--- src/rtl/issue_pkg.sv ---
// rtl/issue_pkg.sv - shared types and unit encodings for the issue stage
package issue_pkg;

    localparam int REG_W   = 4;
    localparam int N_UNITS = 4;

    localparam logic [1:0] UNIT_ALU = 2'd3;
    localparam logic [1:0] UNIT_LD  = 2'd2;
    localparam logic [1:0] UNIT_MUL = 2'd1;
    localparam logic [1:0] UNIT_DIV = 2'd0;

    typedef logic [1:0]       unit_sel_t;
    typedef logic [REG_W-1:0] reg_idx_t;

    // Bit order matches the EXE/WB write-allow vector
    function automatic logic [N_UNITS-1:0] unit_onehot(input unit_sel_t u);
        logic [N_UNITS-1:0] v;
        v = '0;
        case (u)
            UNIT_ALU: v[3] = 1'b1;
            UNIT_LD:  v[2] = 1'b1;
            UNIT_MUL: v[1] = 1'b1;
            UNIT_DIV: v[0] = 1'b1;
            default:  v    = '0;
        endcase
        return v;
    endfunction

endpackage

--- src/rtl/scoreboard_bits.sv ---
// rtl/scoreboard_bits.sv - per-register pending flags with set-over-clear priority
module scoreboard_bits #(
    parameter int RW    = 4,
    parameter int NREGS = 16
) (
    input  logic             clk,
    input  logic             rst_n,
    input  logic             i_set,
    input  logic [RW-1:0]    i_set_idx,
    input  logic             i_clr,
    input  logic [RW-1:0]    i_clr_idx,
    output logic [NREGS-1:0] o_pending
);

    logic [NREGS-1:0] r_pending;

    always_ff @(posedge clk or negedge rst_n) begin
        if (!rst_n) begin
            r_pending <= '0;
        end else begin
            for (int r = 0; r < NREGS; r++) begin
                if (i_set && (i_set_idx == RW'(r))) begin
                    r_pending[r] <= 1'b1;
                end else if (i_clr && (i_clr_idx == RW'(r))) begin
                    r_pending[r] <= 1'b0;
                end
            end
        end
    end

    assign o_pending = r_pending;

endmodule

--- src/rtl/issue_scoreboard.sv ---
// rtl/issue_scoreboard.sv - RAW/WAW hazard check and one-hot dispatch to four units
module issue_scoreboard
    import issue_pkg::*;
#(
    parameter int DW    = 32,
    parameter int RW    = REG_W,
    parameter int NREGS = 16,
    parameter int NU    = N_UNITS,
    parameter int CW    = 16
) (
    input  logic             clk,
    input  logic             rst_n,
    input  logic             in_valid,
    output logic             in_ready,
    input  logic [1:0]       in_unit,
    input  logic [RW-1:0]    in_rd,
    input  logic             in_wr_rd,
    input  logic [RW-1:0]    in_rs1,
    input  logic [RW-1:0]    in_rs2,
    input  logic             in_use_rs1,
    input  logic             in_use_rs2,
    input  logic [DW-1:0]    in_op_a,
    input  logic [DW-1:0]    in_op_b,
    input  logic [NU-1:0]    unit_ready,
    output logic [NU-1:0]    issue_valid,
    output logic [RW-1:0]    issue_rd,
    output logic             issue_wr_rd,
    output logic [DW-1:0]    issue_a,
    output logic [DW-1:0]    issue_b,
    input  logic             wb_valid,
    input  logic [RW-1:0]    wb_rd,
    output logic [NREGS-1:0] pending,
    output logic [CW-1:0]    stall_cnt
);

    logic             w_raw;
    logic             w_waw;
    logic             w_accept;
    logic [NREGS-1:0] w_pending;

    logic [NU-1:0]    r_issue_valid;
    logic [RW-1:0]    r_issue_rd;
    logic             r_issue_wr_rd;
    logic [DW-1:0]    r_issue_a;
    logic [DW-1:0]    r_issue_b;
    logic [CW-1:0]    r_stall_cnt;

    // Hazards look only at registered pending: a same-cycle write-back does not bypass
    assign w_raw    = (in_use_rs1 & w_pending[in_rs1]) | (in_use_rs2 & w_pending[in_rs2]);
    assign w_waw    = in_wr_rd & w_pending[in_rd];
    assign in_ready = ~w_raw & ~w_waw & unit_ready[in_unit];
    assign w_accept = in_valid & in_ready;

    scoreboard_bits #(
        .RW    (RW),
        .NREGS (NREGS)
    ) u_scoreboard_bits (
        .clk       (clk),
        .rst_n     (rst_n),
        .i_set     (w_accept & in_wr_rd),
        .i_set_idx (in_rd),
        .i_clr     (wb_valid),
        .i_clr_idx (wb_rd),
        .o_pending (w_pending)
    );

    always_ff @(posedge clk or negedge rst_n) begin
        if (!rst_n) begin
            r_issue_valid <= '0;
            r_issue_rd    <= '0;
            r_issue_wr_rd <= 1'b0;
            r_issue_a     <= '0;
            r_issue_b     <= '0;
        end else begin
            r_issue_valid <= w_accept ? NU'(unit_onehot(unit_sel_t'(in_unit))) : '0;
            if (w_accept) begin
                r_issue_rd    <= in_rd;
                r_issue_wr_rd <= in_wr_rd;
                r_issue_a     <= in_op_a;
                r_issue_b     <= in_op_b;
            end
        end
    end

    always_ff @(posedge clk or negedge rst_n) begin
        if (!rst_n) begin
            r_stall_cnt <= '0;
        end else if (in_valid && !in_ready && (r_stall_cnt != {CW{1'b1}})) begin
            r_stall_cnt <= r_stall_cnt + CW'(1);
        end
    end

    assign issue_valid = r_issue_valid;
    assign issue_rd    = r_issue_rd;
    assign issue_wr_rd = r_issue_wr_rd;
    assign issue_a     = r_issue_a;
    assign issue_b     = r_issue_b;
    assign pending     = w_pending;
    assign stall_cnt   = r_stall_cnt;

endmodule

--- config.mk ---
export PLATFORM = sky130hd
export DESIGN_NAME = issue_scoreboard
export DESIGN_NICKNAME = d
export VERILOG_FILES = /design/src/rtl/issue_pkg.sv /design/src/rtl/scoreboard_bits.sv /design/src/rtl/issue_scoreboard.sv
export SDC_FILE = /design/constraint.sdc
export NUM_CORES = 1
export LEC_CHECK = 0
export CAP_MARGIN = 15
export CORE_MARGIN = 2
export CORE_UTILIZATION = 30
export DETAILED_ROUTE_END_ITERATION = 6
export HOLD_SLACK_MARGIN = 0.15
export MAX_ROUTING_LAYER = met4
export PLACE_DENSITY = 0.59
export SYNTH_ARGS = -nofsm -noshare
export SYNTH_HDL_FRONTEND = slang
export SYNTH_SLANG_ARGS = --single-unit
export TNS_END_PERCENT = 50
--- constraint.sdc ---
create_clock -name clk -period 4.1 [get_ports clk]
set_input_delay 1.23 -clock clk [delete_from_list [all_inputs] [get_ports clk]]
set_output_delay 1.23 -clock clk [all_outputs]
set_load 0.02 [all_outputs]
==> impl_metrics.tcl <==
set metrics [dict create \
    synth_area_um2 4730 \
    maxCapViolCount 0 \
    syn_area_per_cell_um2 13.8 \
    min-delay-path-class "flop to flop" \
    synth_top_area_share 0.555 \
    setup_ws_ns 0.0677 \
    core_area_um2 15300 \
    drive_above_1_share 0.232 \
    ys_ff_latch 105 \
    instances_no_fill 775 \
    path_class "input port to output pin" \
    status "complete, no violations" \
    max-slew-margin-rel 0.497 \
    num_rows 45 \
    crit_start "in_rs2[2]" \
    fmax_mhz 248 \
    synth_edf_count 0 \
    ys_warn_count 0 \
    clk_pin_slew_ns 0.07 \
    finalSetupViolCount 0 \
    synth_top_cell_by_area "dfrtp_1" \
    antenna_found_initial 0 \
    wl_per_cell_um 17.1 \
    dpl_cell_area_um2 7050 \
    grt_usage 0.164 \
    cts_buffers 9 \
    async_reset_ff_frac 1.00 \
    die_h_um 130 \
    end_kind "output pin" \
    holdWs_ns 0.502 \
    r2r_cells 9 \
    nets 653 \
    clock_latency_ns 0.35 \
    hold_viol 0 \
    postSynthNetCount 437 \
    area_growth_pct 56.1 \
    antenna_left 0 \
    place_inst 759 \
    die_w_um 130 \
    post-place-ws_ns -0.720 \
    layout_worst_path_cycle_share 0.983 \
    tightest_slew_ns 0.754 \
    io_buffers 198 \
    finalMaxSlewViolations 0 \
    clockRootBuffer "clkbuf_16" \
    htreeDepth 3 \
    r2r_slack_ns 1.49 \
    place_congestion 0.873 \
    yosysUniqueCellTypes 41 \
    die-area_um2 16800 \
    pin_count 199 \
    drt_wl_total_um 13200 \
    reg2reg_to "issue_rd[1]" \
    grt_pass1_vias 3876 \
    grt.overflow.total 0 \
    power_density_nw_per_um2 509 \
    synth_area_leaders "dfrtp_1 (55%), mux2_2 (14%), mux4_2 (4.3%), mux2_4 (3.5%), o21ai_0 (3.0%)" \
    r2r-start "u_scoreboard_bits.o_pending[11]" \
    synthFlopType "dfrtp_1" \
    n_antenna_cell 0 \
    drc 0 \
    dr.pass1.iters 4 \
    cts_tree "built" \
    ctsHoldBuffers 0 \
    startpoint_type "input port" \
    num_vias 3648 \
    dr.first_iter.drc_count 202 \
    period_minus_slack_ns 4.03 \
    start_util 0.309 \
    clkSinkCount 105 \
    synth-seq-area-share 0.555 \
    postLayoutCellArea_um2 7390 \
    leakage_nw 3.10 \
    ir_worst_vdd_mv 0.294 \
    yosysMostFrequentCell "dfrtp_1" \
    synthCells 343 \
    arrival_ns 2.80 \
    clk_path_buf_depth 2 \
    crit_path_end "in_ready" \
    grt_max_degree 61 \
    crit_fanout 2 \
    grt_pass1_wl_um 20600 \
    dp_hpwl_um 9800 \
    finClkSkew_ns 0.00432 \
    vias_per_cell 4.71 \
    cp.required_ns 2.87 \
    synth_common_cells "dfrtp_1 (105), mux2_2 (59), o21ai_0 (28)" \
]
how the worst min path moves through the flow:
stage                       start             to  depth (start not counted)
global placement    stall_cnt[14]  stall_cnt[14]                          1
floorplan            stall_cnt[9]   stall_cnt[9]                          1
CTS                 stall_cnt[14]  stall_cnt[14]                          1
detailed placement  stall_cnt[14]  stall_cnt[14]                          1
finish                issue_b[11]    issue_b[11]                          1
global route        stall_cnt[14]  stall_cnt[14]                          1
cells in the final DEF (no fill, tap or decap), types with 3 or more instances in the layout:
cell type,n
nand3_1,11
clkbuf_16,9
nand3b_1,7
mux4_2,9
or3_1,3
xnor2_1,11
nand2_1,13
xor2_1,4
o31ai_1,4
mux2i_1,10
clkdlybuf4s50_1,189
nand4_1,6
buf_4,22
and3_1,7
mux2_2,59
o21ai_0,28
nand2b_1,5
mux2_4,11
dfrtp_1,105
nor2_1,7
bufinv_16,3
or2_2,4
cells by family (layout without fill, tap and decap cells):
group           after synthesis  in the layout  synth area share
flops                       105            105             0.555
mux                          89             89             0.239
simple gates                 77             77            0.0980
compound gates               39             39            0.0499
buf+inv                      17            238            0.0275
xor+xnor                     15             15            0.0277
fa+ha+maj                     1              1           0.00264
state kept, by name, indices dropped and copies added, names as in the netlist:
name / cells
u_scoreboard_bits.o_pending: 16
issue_rd: 4
issue_a: 32
issue_valid: 4
issue_b: 32
issue_wr_rd: 1
stall_cnt: 16
critical path: stages:
cell and delay (ns):
clkdlybuf4s50_1 0.50, mux4_2 0.33, o2111ai_2 0.20, o211a_1 0.22, nand4_4 0.12, clkinv_2 0.07
buf_4 0.13
per-layer routing:
layer / routed length [um] / track usage / vias up
li1: - / - / 1684
met1: 5650 / 0.198 / 1797
met2: 6390 / 0.262 / 147
met3: 914 / 0.0512 / 20
met4: 277 / 0.0544 / 0
met5: 0 / - / -
where the power goes:
| group | switching (mW) | total (mW) | internal, mW |
|---|---|---|---|
| clock | 0.374 | 0.986 | 0.613 |
| combinational | 0.597 | 1.33 | 0.730 |
| sequential | 0.175 | 1.44 | 1.27 |
| total | 1.15 | 3.76 | 2.61 |
cell type report:
class                      instances  area, um^2
tap                              211         264
sequential                       105        2630
multi-input combinational        221        1980
timing repair buffer             220        2160
clock inverter                     5         103
fill                            1429        7930
inverter                           2        8.76
clock buffer                      11         243
timing repair:
action	4_1_cts	5_1_grt
pin swaps	0	3
endpoints found under the setup margin	1	1
setup buffers	0	0
gates resized for setup	12	6
through the flow:
step / utilization / setup TNS [ns] / power, mW
after floorplan: - / 0 / 2.08
after detailed placement: 0.460 / -0.720 / 2.80
after CTS: 0.482 / 0 / 3.82
final: 0.482 / 0 / 3.76
after global placement: 0.460 / -0.710 / 2.78
after global routing: 0.482 / -0.00337 / 3.96
Note: power is estimated with default switching activity, not from simulation.
